[src/rtl/gate_seq_ctrl_pkg.sv]
// Shared constants for the gate sequencer: FSM encodings and
// standard 2-input truth tables (bit i = output for input value i).
package gate_seq_defs;

    localparam logic [1:0] IDLE  = 2'd0;
    localparam logic [1:0] DRIVE = 2'd1;
    localparam logic [1:0] DONE  = 2'd2;

    localparam logic [3:0] TT_AND2  = 4'b1000;
    localparam logic [3:0] TT_OR2   = 4'b1110;
    localparam logic [3:0] TT_XOR2  = 4'b0110;
    localparam logic [3:0] TT_NAND2 = 4'b0111;

endpackage

[src/rtl/gate_seq_ctrl_if.sv]
// Run-control handshake between the bench top and the gate sequencer:
// start/abort requests in, busy/done/pass and error report out.
interface gate_seq_ctrl_if #(
    parameter int N_IN = 2
);

    logic                 start;
    logic                 abort;
    logic                 busy;
    logic                 done;
    logic                 pass;
    logic [N_IN:0]        err_cnt;
    logic [2**N_IN-1:0]   err_vec;

    modport master (
        output start, abort,
        input  busy, done, pass, err_cnt, err_vec
    );

    modport slave (
        input  start, abort,
        output busy, done, pass, err_cnt, err_vec
    );

endinterface

[src/rtl/gate_seq_vecgen.sv]
// Vector index counter with last flag and next-vector mapping.
// GATE_SEQ_GRAY_EN selects Gray order; default is binary order.
module gate_seq_vecgen #(
    parameter int N_IN = 2
) (
    input  logic            clk,
    input  logic            rst_n,
    input  logic            clr,
    input  logic            adv,
    output logic            last,
    output logic [N_IN-1:0] nxt_vec
);

    logic [N_IN-1:0] idx_q;
    logic [N_IN-1:0] idx_d;
    logic [N_IN-1:0] idx_inc;

    always_comb begin
        idx_d = idx_q;
        if (clr)
            idx_d = '0;
        else if (adv)
            idx_d = idx_inc;
    end

    assign idx_inc = idx_q + N_IN'(1);
    assign last    = (idx_q == {N_IN{1'b1}});

    // Mapping of the following index, so the caller can register it.
`ifdef GATE_SEQ_GRAY_EN
    assign nxt_vec = idx_inc ^ (idx_inc >> 1);
`else
    assign nxt_vec = idx_inc;
`endif

    always_ff @(posedge clk or negedge rst_n) begin
        if (!rst_n)
            idx_q <= '0;
        else
            idx_q <= idx_d;
    end

endmodule

[src/rtl/gate_seq_ctrl.sv]
// Stimulus sequencer/checker for a small combinational gate.
// Optional Gray vector order via GATE_SEQ_GRAY_EN (see gate_seq_vecgen).
module gate_seq_ctrl
    import gate_seq_defs::*;
#(
    parameter int                 STEP   = 5,
    parameter int                 N_IN   = 2,
    parameter logic [2**N_IN-1:0] EXP_TT = TT_AND2
) (
    input  logic             clk,
    input  logic             rst_n,
    gate_seq_ctrl_if.slave   ctl,
    input  logic             gate_out,
    output logic [N_IN-1:0]  vec
);

    localparam int NV = 2**N_IN;
    localparam int HW = (STEP > 1) ? $clog2(STEP) : 1;

    logic [1:0]      state_q, state_d;
    logic [HW-1:0]   hold_cnt_q, hold_cnt_d;
    logic [N_IN-1:0] vec_q, vec_d;
    logic            busy_q, busy_d;
    logic            done_q, done_d;
    logic            pass_q, pass_d;
    logic [N_IN:0]   err_cnt_q, err_cnt_d;
    logic [NV-1:0]   err_vec_q, err_vec_d;

    logic            clr;
    logic            adv;
    logic            last;
    logic [N_IN-1:0] nxt_vec;
    logic            hold_hit;

    gate_seq_vecgen #(.N_IN(N_IN)) u_vecgen (
        .clk     (clk),
        .rst_n   (rst_n),
        .clr     (clr),
        .adv     (adv),
        .last    (last),
        .nxt_vec (nxt_vec)
    );

    assign hold_hit = (hold_cnt_q == HW'(STEP - 1));

    always_comb begin
        state_d    = state_q;
        hold_cnt_d = hold_cnt_q;
        vec_d      = vec_q;
        busy_d     = busy_q;
        done_d     = 1'b0;
        pass_d     = pass_q;
        err_cnt_d  = err_cnt_q;
        err_vec_d  = err_vec_q;
        clr        = 1'b0;
        adv        = 1'b0;
        case (state_q)
            IDLE: begin
                vec_d  = '0;
                busy_d = 1'b0;
                if (ctl.start && !ctl.abort) begin
                    state_d    = DRIVE;
                    clr        = 1'b1;
                    hold_cnt_d = '0;
                    err_cnt_d  = '0;
                    err_vec_d  = '0;
                    pass_d     = 1'b0;
                    busy_d     = 1'b1;
                end
            end
            DRIVE: begin
                // Abort beats a coincident sample; that sample is dropped.
                if (ctl.abort) begin
                    state_d    = IDLE;
                    hold_cnt_d = '0;
                    vec_d      = '0;
                    busy_d     = 1'b0;
                end else if (hold_hit) begin
                    hold_cnt_d = '0;
                    if (gate_out != EXP_TT[vec_q]) begin
                        err_cnt_d        = err_cnt_q + 1'b1;
                        err_vec_d[vec_q] = 1'b1;
                    end
                    if (!last) begin
                        adv   = 1'b1;
                        vec_d = nxt_vec;
                    end else begin
                        state_d = DONE;
                        done_d  = 1'b1;
                        busy_d  = 1'b0;
                        vec_d   = '0;
                        pass_d  = (err_cnt_d == '0);
                    end
                end else begin
                    hold_cnt_d = hold_cnt_q + 1'b1;
                end
            end
            DONE: begin
                state_d = IDLE;
            end
            default: begin
                state_d = IDLE;
                vec_d   = '0;
                busy_d  = 1'b0;
            end
        endcase
    end

    always_ff @(posedge clk or negedge rst_n) begin
        if (!rst_n) begin
            state_q    <= IDLE;
            hold_cnt_q <= '0;
            vec_q      <= '0;
            busy_q     <= 1'b0;
            done_q     <= 1'b0;
            pass_q     <= 1'b0;
            err_cnt_q  <= '0;
            err_vec_q  <= '0;
        end else begin
            state_q    <= state_d;
            hold_cnt_q <= hold_cnt_d;
            vec_q      <= vec_d;
            busy_q     <= busy_d;
            done_q     <= done_d;
            pass_q     <= pass_d;
            err_cnt_q  <= err_cnt_d;
            err_vec_q  <= err_vec_d;
        end
    end

    assign vec         = vec_q;
    assign ctl.busy    = busy_q;
    assign ctl.done    = done_q;
    assign ctl.pass    = pass_q;
    assign ctl.err_cnt = err_cnt_q;
    assign ctl.err_vec = err_vec_q;

endmodule

[src/flat_wrapper.sv]
// flat-port wrapper written by rule: the top's interface ports become plain ports
module gate_seq_ctrl_flat import gate_seq_defs::*;
#(
    parameter int                 STEP   = 5,
    parameter int                 N_IN   = 2,
    parameter logic [2**N_IN-1:0] EXP_TT = TT_AND2
)
  (clk, rst_n, gate_out, vec, ctl_start, ctl_abort, ctl_busy, ctl_done, ctl_pass, ctl_err_cnt, ctl_err_vec);
  gate_seq_ctrl_if #(.N_IN(N_IN)) ctl_i ();
  input  logic clk;
  input  logic rst_n;
  input  logic gate_out;
  output logic [N_IN-1:0] vec;
  input wire logic [$bits(ctl_i.start)-1:0] ctl_start;
  input wire logic [$bits(ctl_i.abort)-1:0] ctl_abort;
  output wire logic [$bits(ctl_i.busy)-1:0] ctl_busy;
  output wire logic [$bits(ctl_i.done)-1:0] ctl_done;
  output wire logic [$bits(ctl_i.pass)-1:0] ctl_pass;
  output wire logic [$bits(ctl_i.err_cnt)-1:0] ctl_err_cnt;
  output wire logic [$bits(ctl_i.err_vec)-1:0] ctl_err_vec;
  assign ctl_i.start = ctl_start;
  assign ctl_i.abort = ctl_abort;
  assign ctl_busy = ctl_i.busy;
  assign ctl_done = ctl_i.done;
  assign ctl_pass = ctl_i.pass;
  assign ctl_err_cnt = ctl_i.err_cnt;
  assign ctl_err_vec = ctl_i.err_vec;
  gate_seq_ctrl #(.STEP(STEP), .N_IN(N_IN), .EXP_TT(EXP_TT)) u_core (.clk(clk), .rst_n(rst_n), .ctl(ctl_i), .gate_out(gate_out), .vec(vec));
endmodule
[config.mk]
export PLATFORM = sky130hd
export DESIGN_NAME = gate_seq_ctrl_flat
export DESIGN_NICKNAME = d
export VERILOG_FILES = /design/src/rtl/gate_seq_ctrl_pkg.sv /design/src/rtl/gate_seq_ctrl_if.sv /design/src/rtl/gate_seq_vecgen.sv /design/src/rtl/gate_seq_ctrl.sv /design/src/flat_wrapper.sv
export SDC_FILE = /design/constraint.sdc
export NUM_CORES = 1
export LEC_CHECK = 0
export ABC_AREA = 1
export CAP_MARGIN = 20
export CELL_PAD_IN_SITES_DETAIL_PLACEMENT = 1
export CELL_PAD_IN_SITES_GLOBAL_PLACEMENT = 2
export CORE_ASPECT_RATIO = 0.5
export CORE_MARGIN = 2
export CORE_UTILIZATION = 31
export DETAILED_ROUTE_END_ITERATION = 16
export PLACE_DENSITY_LB_ADDON = 0.05
export SYNTH_ARGS = -nofsm -noshare
export SYNTH_HDL_FRONTEND = slang
export SYNTH_SLANG_ARGS = --single-unit
[constraint.sdc]
create_clock -name clk -period 1.8 [get_ports clk]
set_input_delay 0.18 -clock clk [delete_from_list [all_inputs] [get_ports clk]]
set_output_delay 0.18 -clock clk [all_outputs]
set_load 0.05 [all_outputs]
==> results by group <==
Critical path
  – CP arrival: 1.50 ns
  – R2R depth: 8
  – Critical Path End: ctl_err_cnt[1]
  – RR Endpoint: u_core.ctl.pass
  – CP max stage cell: clkdlybuf4s50_1
  – Stages on worst setup path: 1
  – CP Data Required Time: 1.62 ns
  – Crit-path max FO: 4
  – Worst-path cell chain: clkdlybuf4s50_1
  – Worst reg2reg path startpoint: u_core.hold_cnt_q[0]
  – Worst setup SP type: register
  – Reg-to-reg setup timing slack: roughly 0.35 ns
  – Worst path buffer plus inverter count: 1
  – Delay-heaviest family, CP: buffers and inverters
  – Critical Path End Type: output pin
  – Crit path largest cell delay: around 0.83 ns
  – Worst Setup Path Type: register to output pin
  – Worst Setup SP: u_core.ctl.err_cnt[1]

CTS
  – Sink Count: 19
  – Later-pin clock latency in the skew report: ~0.26 ns
  – Worst-path clk slew: ~0.070 ns
  – Post-CTS setup buffers: 0
  – CTS tree: built
  – Root Buffer: clkbuf_8
  – Hold-fix buffers at CTS: 0
  – Number of buffers created by CTS: 3
  – H-Tree Depth: 1
  – Clock buffer depth: 2
  – Post_cts resized: 0

STA
  – Clock Skew: roughly 0.0073 ns
  – Setup TNS Final: 0 ns
  – RSZ-0062 raised after global routing: no
  – Pins over their slew limit: 0
  – Final min period: around 1.7 ns
  – Final hold violations: 0
  – Final setup viols: 0
  – Worst-Margin Slew: 0.501 ns
  – Ratio of final minimum period to clock period: 93.4%
  – Max Fclk: between 0.5 and 0.6 GHz
  – Slew margin rel.: between 60% and 70%

Synthesis
  – Register bit count reported by yosys: 19
  – Synth Area per Inst: 8.49 µm²
  – Commonest cells in the netlist: 27 x nand2_1, 20 x inv_1, 19 x dfrtp_1
  – Post-Synth XOR/XNOR Area: 0.819%
  – Synth top area share: 44.4%
  – Netlist Area Pre-Place: 1070 µm²
  – Asr flop ratio synth: 100%
  – Area contributors post-synth: dfrtp_1 44%, nand2_1 9.5%, inv_1 7.0%
  – Ys Warns: 0
  – Cell taking the most area after synthesis: dfrtp_1
  – Synthesized Nets: 135
  – Synth Area in Compound Gates: between 10% and 20%
  – Sequential area share after synthesis: between 40% and 50%
  – Post-synthesis simple-gate area fraction: approximately 30%
  – Combinational family with the most area after synthesis: simple AND/OR/NAND/NOR gates
  – Count leader, synth: nand2_1
  – Main synth FF type: dfrtp_1
  – Post-Synthesis Cells: 126
  – Adder-cell share of the synthesized area: 4.68%
  – Count of cell types in the netlist: 19
  – Post-synth EDFFs: 0
  – Proportion of synthesized area in mux cells: 0%

Final layout
  – Post-layout util: 39.6%
  – Fin cells: 189
  – Final instance area: 1330 µm²
  – Layout cells sized above 1: 17.7%
  – Diodes inserted: 0
  – NumNets Final: 157
  – Area growth syn-to-layout: 24.3%

Floorplanning
  – Die height: 45.5 µm
  – Initial core utilization: 31.8%
  – Ports: 17
  – Die area: a little under 4000 µm²
  – Die Wd: 87.1 µm
  – # rows: 15
  – Core Region: 3360 µm²

GRT
  – Largest net degree at the start of global routing: 20
  – Tot GR Track Use: 14.6%
  – First-pass GRT wire length: approximately 4.3 mm
  – Vias in the first global route: roughly 880
  – Initial antenna violation count: 0
  – Grt ovf: 0

Worst hold path
  – Worst hold-check path type: input port to asynchronous set/reset pin

Run status
  – Status: finished, final reports clean

Route
  – DRT Pass-1 Iters: 4
  – Vias per cell: 4.59
  – Via count: 867
  – DRC viols: 0
  – DRT iter0 DRCs: 18
  – Routed Wire Length: 2.47 mm
  – Wire per inst: 13.1 µm
  – Post-route ant nets: 0

Power
  – Pleak: 0.675 nW
  – Final Total Pwr: about 980 µW
  – Power Density: 735 nW/µm²
  – Peak VDD IR: 0.382 mV

Placement
  – Area post-placement: between 1000 and 1500 µm²
  – Placed insts: 185
  – Detail Placement HPWL: between 1.5 and 2 mm
  – Global placer's final weighted congestion: about 0.73
  – I/O Buffers: 16

Job
  – Max cap viols: 0
how the worst min path moves through the flow:
stage | to | slack, ns | depth (start not counted) | from
global route | u_core.state_q[1] | 0.31 | 2 | rst_n
CTS | u_core.state_q[1] | 0.27 | 2 | rst_n
finish | u_core.state_q[1] | 0.26 | 2 | rst_n
global placement | u_core.ctl.pass | 0.47 | 2 | u_core.ctl.pass
detailed placement | u_core.ctl.pass | 0.48 | 2 | u_core.ctl.pass
floorplan | u_core.ctl.busy | -0.12 | 0 | rst_n
flip-flops by register name, summed over array words and instances (netlist names):
signal,count
u_core.ctl.err_vec,4
u_core.ctl.err_cnt,3
u_core.hold_cnt_q,3
u_core.state_q,2
u_core.u_vecgen.idx_q,2
u_core.vec,2
u_core.ctl.busy,1
u_core.ctl.done,1
u_core.ctl.pass,1
metal layers:
metal	share of wire, %	wire [µm]	vias up	GRT usage [%]
li1	-	-	444	-
met1	55	1350	407	21.0
met2	41	1020	14	22.1
met5	0	0	-	0
met3	3.9	96	2	3.99
met4	0.32	8	0	2.81
final cells by class:
| cell class | count | area [µm²] |
|---|---|---|
| Fill cell | 409 | 2030 |
| Sequential cell | 19 | 475 |
| Clock buffer | 4 | 45.0 |
| Multi-Input combinational cell | 85 | 512 |
| Timing Repair Buffer | 17 | 163 |
| Tap cell | 42 | 52.6 |
| Inverter | 22 | 82.6 |
cell usage in the layout (no fill, tap or decap), drive strengths merged:
master	synthesis	final
nand2	35	35
inv	22	22
dfrtp	19	19
o21ai	18	18
clkdlybuf4s50	0	14
nand3	12	12
nor2	9	9
ha	4	4
clkbuf	0	4
buf	0	3
o22ai	2	2
nand4	1	1
a21oi	1	1
nor3	1	1
xnor2	1	1
a22o	1	1
report_power, final:
part / internal [mW] / switching (mW)
registers: 0.450 / 0.0236
clock network: 0.157 / 0.143
logic: 0.0695 / 0.134
cell families after synthesis:
logic type / count (synthesis)
buffers and inverters: 22
DFF: 19
xor gates and xnor gates: 1
adders and majority gates: 4
AOI/OAI and AO/OA: 22
and+or+nand+nor: 58
through the flow:
stage | setup WS [ns] | hold WS, ns
2_1_floorplan | 0.378 | -0.116
3_3_place_gp | 0.324 | 0.468
3_5_place_dp | 0.293 | 0.483
4_1_cts | 0.101 | 0.267
5_1_grt | 0.0740 | 0.308
6_report | 0.119 | 0.260
No activity file was read; power rests on OpenSTA's default activity.
